`config.mk`:
```
export PLATFORM = sky130hd
export DESIGN_NAME = pc_fetch
export DESIGN_NICKNAME = d
export VERILOG_FILES = /design/src/rtl/pc_fetch_pkg.sv /design/src/rtl/pc_fetch_skid_buf.sv /design/src/rtl/pc_fetch.sv
export SDC_FILE = /design/constraint.sdc
export NUM_CORES = 1
export LEC_CHECK = 0
export CAP_MARGIN = 10
export CORE_MARGIN = 2
export CORE_UTILIZATION = 45
export CTS_CLUSTER_DIAMETER = 100
export DETAILED_ROUTE_END_ITERATION = 12
export PLACE_DENSITY = 0.7
export SLEW_MARGIN = 20
export SYNTH_ARGS = -nofsm -noshare
export SYNTH_HDL_FRONTEND = slang
export SYNTH_HIERARCHICAL = 1
export SYNTH_SLANG_ARGS = --single-unit
```
`constraint.sdc`:
```
create_clock -name clk -period 5.3 [get_ports clk]
set_clock_uncertainty 0.1 [all_clocks]
set_input_delay 1.325 -clock clk [delete_from_list [all_inputs] [get_ports clk]]
set_output_delay 1.325 -clock clk [all_outputs]
set_load 0.02 [all_outputs]
```
`src/rtl/pc_fetch_pkg.sv`:
```
// Shared definitions for the instruction-fetch stage: FSM encodings,
// reset vector, instruction width and small PC helpers.
package pc_fetch_pkg;

  localparam int ADDR_W  = 32;
  localparam int INSTR_W = 32;

  // First fetch address out of reset (MIPS boot ROM vector).
  localparam logic [ADDR_W-1:0] PC_RESET_DEFAULT = 32'hBFC0_0000;

  // Clears the byte-offset bits so every fetch address is word aligned.
  localparam logic [ADDR_W-1:0] WORD_MASK = 32'hFFFF_FFFC;

  // REQ : request on the bus
  // WAIT: one accepted request outstanding
  // FULL: response parked in the skid buffer while ID is stalled
  typedef enum logic [1:0] {
    S_REQ  = 2'd0,
    S_WAIT = 2'd1,
    S_FULL = 2'd2
  } fetch_state_e;

  // Sequential successor; wraps silently at 2^32.
  function automatic logic [ADDR_W-1:0] pc_next(input logic [ADDR_W-1:0] pc);
    return pc + 32'd4;
  endfunction

  function automatic logic [ADDR_W-1:0] word_align(input logic [ADDR_W-1:0] a);
    return a & WORD_MASK;
  endfunction

endpackage

```
`src/rtl/pc_fetch_skid_buf.sv`:
```
// fetch_skid_buf: one-entry holding register for an instruction that
// returned from memory while the ID stage was stalled.
module fetch_skid_buf
  import pc_fetch_pkg::*;
(
  input  logic               clk,
  input  logic               rst_n,
  input  logic               i_load,
  input  logic               i_clear,
  input  logic [ADDR_W-1:0]  i_pc,
  input  logic [INSTR_W-1:0] i_instr,
  output logic               o_valid,
  output logic [ADDR_W-1:0]  o_pc,
  output logic [INSTR_W-1:0] o_instr
);

  logic               r_valid;
  logic [ADDR_W-1:0]  r_pc;
  logic [INSTR_W-1:0] r_instr;

  // Capture on load, drop on clear (drained or discarded by the owner).
  always_ff @(posedge clk) begin
    if (!rst_n) begin
      r_valid <= 1'b0;
      r_pc    <= '0;
      r_instr <= '0;
    end else if (i_load) begin
      r_valid <= 1'b1;
      r_pc    <= i_pc;
      r_instr <= i_instr;
    end else if (i_clear) begin
      r_valid <= 1'b0;
    end
  end

  assign o_valid = r_valid;
  assign o_pc    = r_pc;
  assign o_instr = r_instr;

endmodule

```
`src/rtl/pc_fetch.sv`:
```
// pc_fetch: IF stage. Issues one instruction-memory request at a time,
// writes the IF/ID register, parks a response in a skid buffer while ID
// stalls, and handles redirects from the next-PC unit.
// Optional feature macro: BRANCH_DELAY_SLOT_EN -- when defined the
// instruction after a jump is still delivered before fetch moves to npc;
// when undefined everything sequential after the jump is squashed.
module pc_fetch
  import pc_fetch_pkg::*;
#(
  parameter logic [ADDR_W-1:0] RESET_PC = PC_RESET_DEFAULT
) (
  input  logic               clk,
  input  logic               rst_n,
  input  logic               stall,
  input  logic               isJump,
  input  logic [ADDR_W-1:0]  npc,
  output logic               imemReq,
  output logic [ADDR_W-1:0]  imemAddr,
  input  logic               imemReady,
  input  logic               imemRvalid,
  input  logic [INSTR_W-1:0] imemRdata,
  output logic               ifidValid,
  output logic [ADDR_W-1:0]  ifidPc,
  output logic [INSTR_W-1:0] ifidInstr
);

  fetch_state_e       r_state;
  logic               r_req;      // registered imemReq; low for one cycle out of reset
  logic [ADDR_W-1:0]  r_pc;       // next address to request
  logic [ADDR_W-1:0]  r_addr;     // address of the outstanding request
  logic               r_drop;     // outstanding response belongs to a squashed path
  logic               r_ifid_valid;
  logic [ADDR_W-1:0]  r_ifid_pc;
  logic [INSTR_W-1:0] r_ifid_instr;
`ifdef BRANCH_DELAY_SLOT_EN
  logic [ADDR_W-1:0]  r_pend;     // jump target held until the slot is requested
  logic               r_pend_v;
`endif

  logic               w_accept;
  logic               w_jump;
  logic [ADDR_W-1:0]  w_npc;
  logic               w_keep;     // a response arriving with this jump may enter IF/ID
  logic               w_buf_load;
  logic               w_buf_clear;
  logic               w_buf_valid;
  logic [ADDR_W-1:0]  w_buf_pc;
  logic [INSTR_W-1:0] w_buf_instr;

  assign w_accept = r_req & imemReady;
  // A jump seen under stall is ignored; ID will present it again.
  assign w_jump   = isJump & ~stall;
  assign w_npc    = word_align(npc);
`ifdef BRANCH_DELAY_SLOT_EN
  // The word arriving alongside a jump is the delay slot: keep it.
  assign w_keep   = 1'b1;
`else
  assign w_keep   = ~isJump;
`endif

  // Park the response when ID cannot take it; release or discard on unstall.
  assign w_buf_load  = (r_state == S_WAIT) & imemRvalid & ~r_drop & stall;
  assign w_buf_clear = (r_state == S_FULL) & ~stall;

  fetch_skid_buf u_skid (
    .clk     (clk),
    .rst_n   (rst_n),
    .i_load  (w_buf_load),
    .i_clear (w_buf_clear),
    .i_pc    (r_addr),
    .i_instr (imemRdata),
    .o_valid (w_buf_valid),
    .o_pc    (w_buf_pc),
    .o_instr (w_buf_instr)
  );

  // Fetch FSM, fetch PC, redirect bookkeeping and the IF/ID register.
  always_ff @(posedge clk) begin
    if (!rst_n) begin
      r_state      <= S_REQ;
      r_req        <= 1'b0;
      r_pc         <= RESET_PC;
      r_addr       <= '0;
      r_drop       <= 1'b0;
      r_ifid_valid <= 1'b0;
      r_ifid_pc    <= '0;
      r_ifid_instr <= '0;
`ifdef BRANCH_DELAY_SLOT_EN
      r_pend       <= '0;
      r_pend_v     <= 1'b0;
`endif
    end else begin
      // Bubble unless something below writes a live instruction.
      if (!stall) r_ifid_valid <= 1'b0;

      unique case (r_state)
        S_REQ: begin
          if (w_accept) begin
            r_state <= S_WAIT;
            r_req   <= 1'b0;
            r_addr  <= r_pc;
            if (w_jump) begin
              r_pc <= w_npc;
`ifdef BRANCH_DELAY_SLOT_EN
              // The request going out now is the delay slot itself.
              r_pend_v <= 1'b0;
`else
              // The request going out now is on the squashed path.
              r_drop <= 1'b1;
`endif
            end else begin
`ifdef BRANCH_DELAY_SLOT_EN
              r_pc     <= r_pend_v ? r_pend : pc_next(r_pc);
              r_pend_v <= 1'b0;
`else
              r_pc <= pc_next(r_pc);
`endif
            end
          end else begin
            // Also lifts imemReq on the first cycle out of reset.
            r_req <= 1'b1;
            if (w_jump) begin
`ifdef BRANCH_DELAY_SLOT_EN
              // Slot not yet requested: fetch it first, then the target.
              r_pend   <= w_npc;
              r_pend_v <= 1'b1;
`else
              r_pc <= w_npc;
`endif
            end
          end
        end

        S_WAIT: begin
          if (imemRvalid) begin
            r_drop  <= 1'b0;
            r_state <= S_REQ;
            r_req   <= 1'b1;
            if (!r_drop && stall) begin
              r_state <= S_FULL;
              r_req   <= 1'b0;
            end else if (!r_drop && w_keep) begin
              r_ifid_valid <= 1'b1;
              r_ifid_pc    <= r_addr;
              r_ifid_instr <= imemRdata;
            end
            if (w_jump) r_pc <= w_npc;
          end else if (w_jump) begin
            r_pc <= w_npc;
`ifndef BRANCH_DELAY_SLOT_EN
            r_drop <= 1'b1;
`endif
          end
        end

        S_FULL: begin
          if (!stall) begin
            r_state <= S_REQ;
            r_req   <= 1'b1;
            if (w_keep) begin
              r_ifid_valid <= w_buf_valid;
              r_ifid_pc    <= w_buf_pc;
              r_ifid_instr <= w_buf_instr;
            end
            if (w_jump) r_pc <= w_npc;
          end
        end

        default: begin
          r_state <= S_REQ;
          r_req   <= 1'b1;
        end
      endcase
    end
  end

  assign imemReq   = r_req;
  assign imemAddr  = word_align(r_pc);
  assign ifidValid = r_ifid_valid;
  assign ifidPc    = r_ifid_pc;
  assign ifidInstr = r_ifid_instr;

endmodule
```
==> flow_summary.toml <==
[clocking]
cts-root-buf = "clkbuf_16"
clk_latency_ns = 0.44
ctsResizeCount = 0
cts_num_sinks = 198
numCtsBuffers = 17
postCtsSetupBuffers = 0
cts_max_level = 4
cts_tree = "done"
clk_pin_slew_ns = 0.07
cts.path.max_buffers = 2
ctsHoldBuffers = 0

[finish]
drive_gt1_share_pct = 6.55
regArea_mm2 = 0.00396
num-fill-cells = 1796
multiInputGateArea_mm2 = 0.00443
fin_cells = 1349
fin_area_mm2 = 0.0110
areaGrowthSynthToFinish_pct = 22.1
diodes = 0
layout.nets = 1147

[route]
ant_nets = 0
vias_per_cell = 5.38
routed_wl_um = 22300
drc_errors = 0
drt_iter0_markers = 517
vias = 7251
wl_per_cell_um = 16.5
firstDrtPassIters = 5

[critical_path]
critPathMaxFanout = 21
r2r_setup_slack_ns = 2.52
regToRegStartpoint = "r_state[0]"
slowest_stage = "nor2b_2"
cp_cell_sequence = "clkdlybuf4s50_1, nor2b_2, buf_4, nand2_1, nor2_1, a211o_1, o21ai_1"
end_kind = "register"
critPathMaxStageDelay_ns = 0.76
worstSetupPathType = "in2reg"
rr_worst_depth = 7
arrival_ns = 3.60
critical_path_required_ns = 5.48
rr_endpoint = "r_pc[31]"
cp-start-kind = "input port"

[placed_design]
place_area_mm2 = 0.0105
placed_cells = 1318
dp_hpwl_um = 14500
place_congestion = 0.857
portBuffers = 163

[run_status]
status = "finished, final reports clean"

[yosys]
yosysTopAreaCell = "dfxtp_1"
syn_area_mm2 = 0.00905
synthFlopType = "dfxtp_1"
synth.area.top_cells = "dfxtp_1, mux2i_1, a211oi_1"
synth.distinct_cells = 64
post-synth-top-count-cell = "dfxtp_1"
synth_edf_count = 0
synthTopCellsByCount = "dfxtp_1, mux2i_1, nor2_1"
ys_warn_count = 6
synth_seq_cells = 198
synthArstFlopShare_pct = 0
synth_top_area_share_pct = 43.8
synth_area_per_cell_um2 = 9.19
seq_area_frac_synth_pct = 43.8
syn_inst = 985

[hold_path]
min_path_cells = 2
holdPathEnd = "r_addr[1]"
hp-start = "r_pc[1]"
hp-class = "reg2reg"

[power_and_ir_drop]
power_mw = 3.21
p_leak_nw = 3.55
ir_worst_vdd_v = 0.000243
pwr_density_cell_mw_per_mm2 = 290

[global_route]
antenna_found_initial = 0
grt_pass1_vias = 6522
grtUsageTotal_pct = 20.7
overflow = 0
grt_pass1_wl_um = 35500
grt_max_degree = 129

[timing]
setup_viol = 0
fin_crit_sh_pct = 64.5
min_period_ns = 3.42
hold_viol_final = 0
rsz0062_at_grt = "false"
max_slew_margin_pct = 39.0
worst_pin_slew_ns = 0.915
slew_violations = 0
tns_ns = 0
clock.fmax_mhz = 293

[die]
core_area_mm2 = 0.0196
die-width_um = 146
io-pin-count = 168
start_util_pct = 46.2
die_area_mm2 = 0.0213
die_h_um = 146
rows = 51

[job]
drv_cap = 0
==> cell type report <==
| cell class | count | area share, % |
|---|---|---|
| Multi-Input combinational cell | 671 | 40.1 |
| Sequential cell | 198 | 35.9 |
| Timing Repair Buffer | 176 | 15.7 |
| Clock buffer | 18 | 3.98 |
| Tap cell | 265 | 3.00 |
| Clock inverter | 13 | 1.02 |
| Inverter | 8 | 0.283 |
==> layer usage <==
layer / GRT usage, % / vias up / routed length [um] / part of all wire, %
li1: - / 3632 / - / -
met1: 29.3 / 3380 / 10600 / 48
met2: 31.2 / 210 / 9910 / 44
met3: 4.33 / 29 / 1270 / 5.7
met4: 7.30 / 0 / 514 / 2.3
met5: 0 / - / 0 / 0
==> per-stage QoR <==
step	util, %	hold slack (ns)	setup WS, ns
5_1_grt	56.4	0.387	1.69
3_3_place_gp	53.6	0.340	1.48
3_5_place_dp	53.6	0.355	1.48
4_1_cts	56.4	0.366	1.94
2_1_floorplan	-	0.327	2.58
6_report	56.4	0.362	1.88
==> cell usage in the layout (no fill, tap or decap), types with 3 or more instances in the layout <==
master,instances
a211oi_1,64
a21oi_1,55
a22oi_1,7
a31oi_1,8
and3_1,12
buf_4,12
clkbuf_16,17
clkdlybuf4s50_1,162
dfxtp_1,198
ha_1,4
inv_1,7
inv_6,6
mux2_2,3
mux2i_1,134
nand2_1,92
nand2b_1,3
nand3_1,16
nand4_1,9
nor2_1,98
nor2b_1,66
nor3_1,8
nor4_1,4
o21a_1,3
o21ai_0,17
o221a_2,4
o22ai_1,6
o31ai_1,5
or3_1,6
==> registers in the layout, summed over array words and instances, names as in the netlist <==
| signal | count |
|---|---|
| u_skid/o_pc | 32 |
| imemReq | 1 |
| ifidValid | 1 |
| r_addr | 32 |
| ifidPc | 32 |
| u_skid/o_valid | 1 |
| u_skid/o_instr | 32 |
| r_drop | 1 |
| ifidInstr | 32 |
| r_state | 2 |
| r_pc | 32 |
==> cells by family (layout without fill, tap and decap cells) <==
| kind of cell | Yosys count | count (layout) | synth area share (%) |
|---|---|---|---|
| multiplexers | 137 | 137 | 15.2 |
| flip-flops | 198 | 198 | 43.8 |
| other | 1 | 2 | 0.0414 |
| buffers and inverters | 117 | 215 | 7.54 |
| adder cells (fa/ha/maj) | 5 | 5 | 0.691 |
| AO/OA/AOI/OAI | 195 | 195 | 14.5 |
| AND/OR/NAND/NOR | 332 | 332 | 18.2 |
==> report_power, final <==
group	switching, mW	internal [mW]
combinational	0.203	0.182
clock	0.609	0.627
sequential	0.0522	1.53
==> worst max-delay path: cells and delay by family <==
family,cells,cell delay (ns)
buffers and inverters,2,0.95
AOI/OAI and AO/OA,2,0.17
and+or+nand+nor,3,1.14
==> how the worst max path moves through the flow <==
stage               cells past startpoint  endpoint  slack (ns)  startpoint
CTS                                     7  r_pc[27]        1.94       stall
detailed placement                      6  r_pc[31]        1.48       stall
global placement                        7  r_pc[27]        1.48       stall
global route                            7  r_pc[27]        1.69       stall
finish                                  7  r_pc[27]        1.88       stall
floorplan                               7   r_pc[5]        2.58       stall
Note: power is estimated with default switching activity, not from simulation.
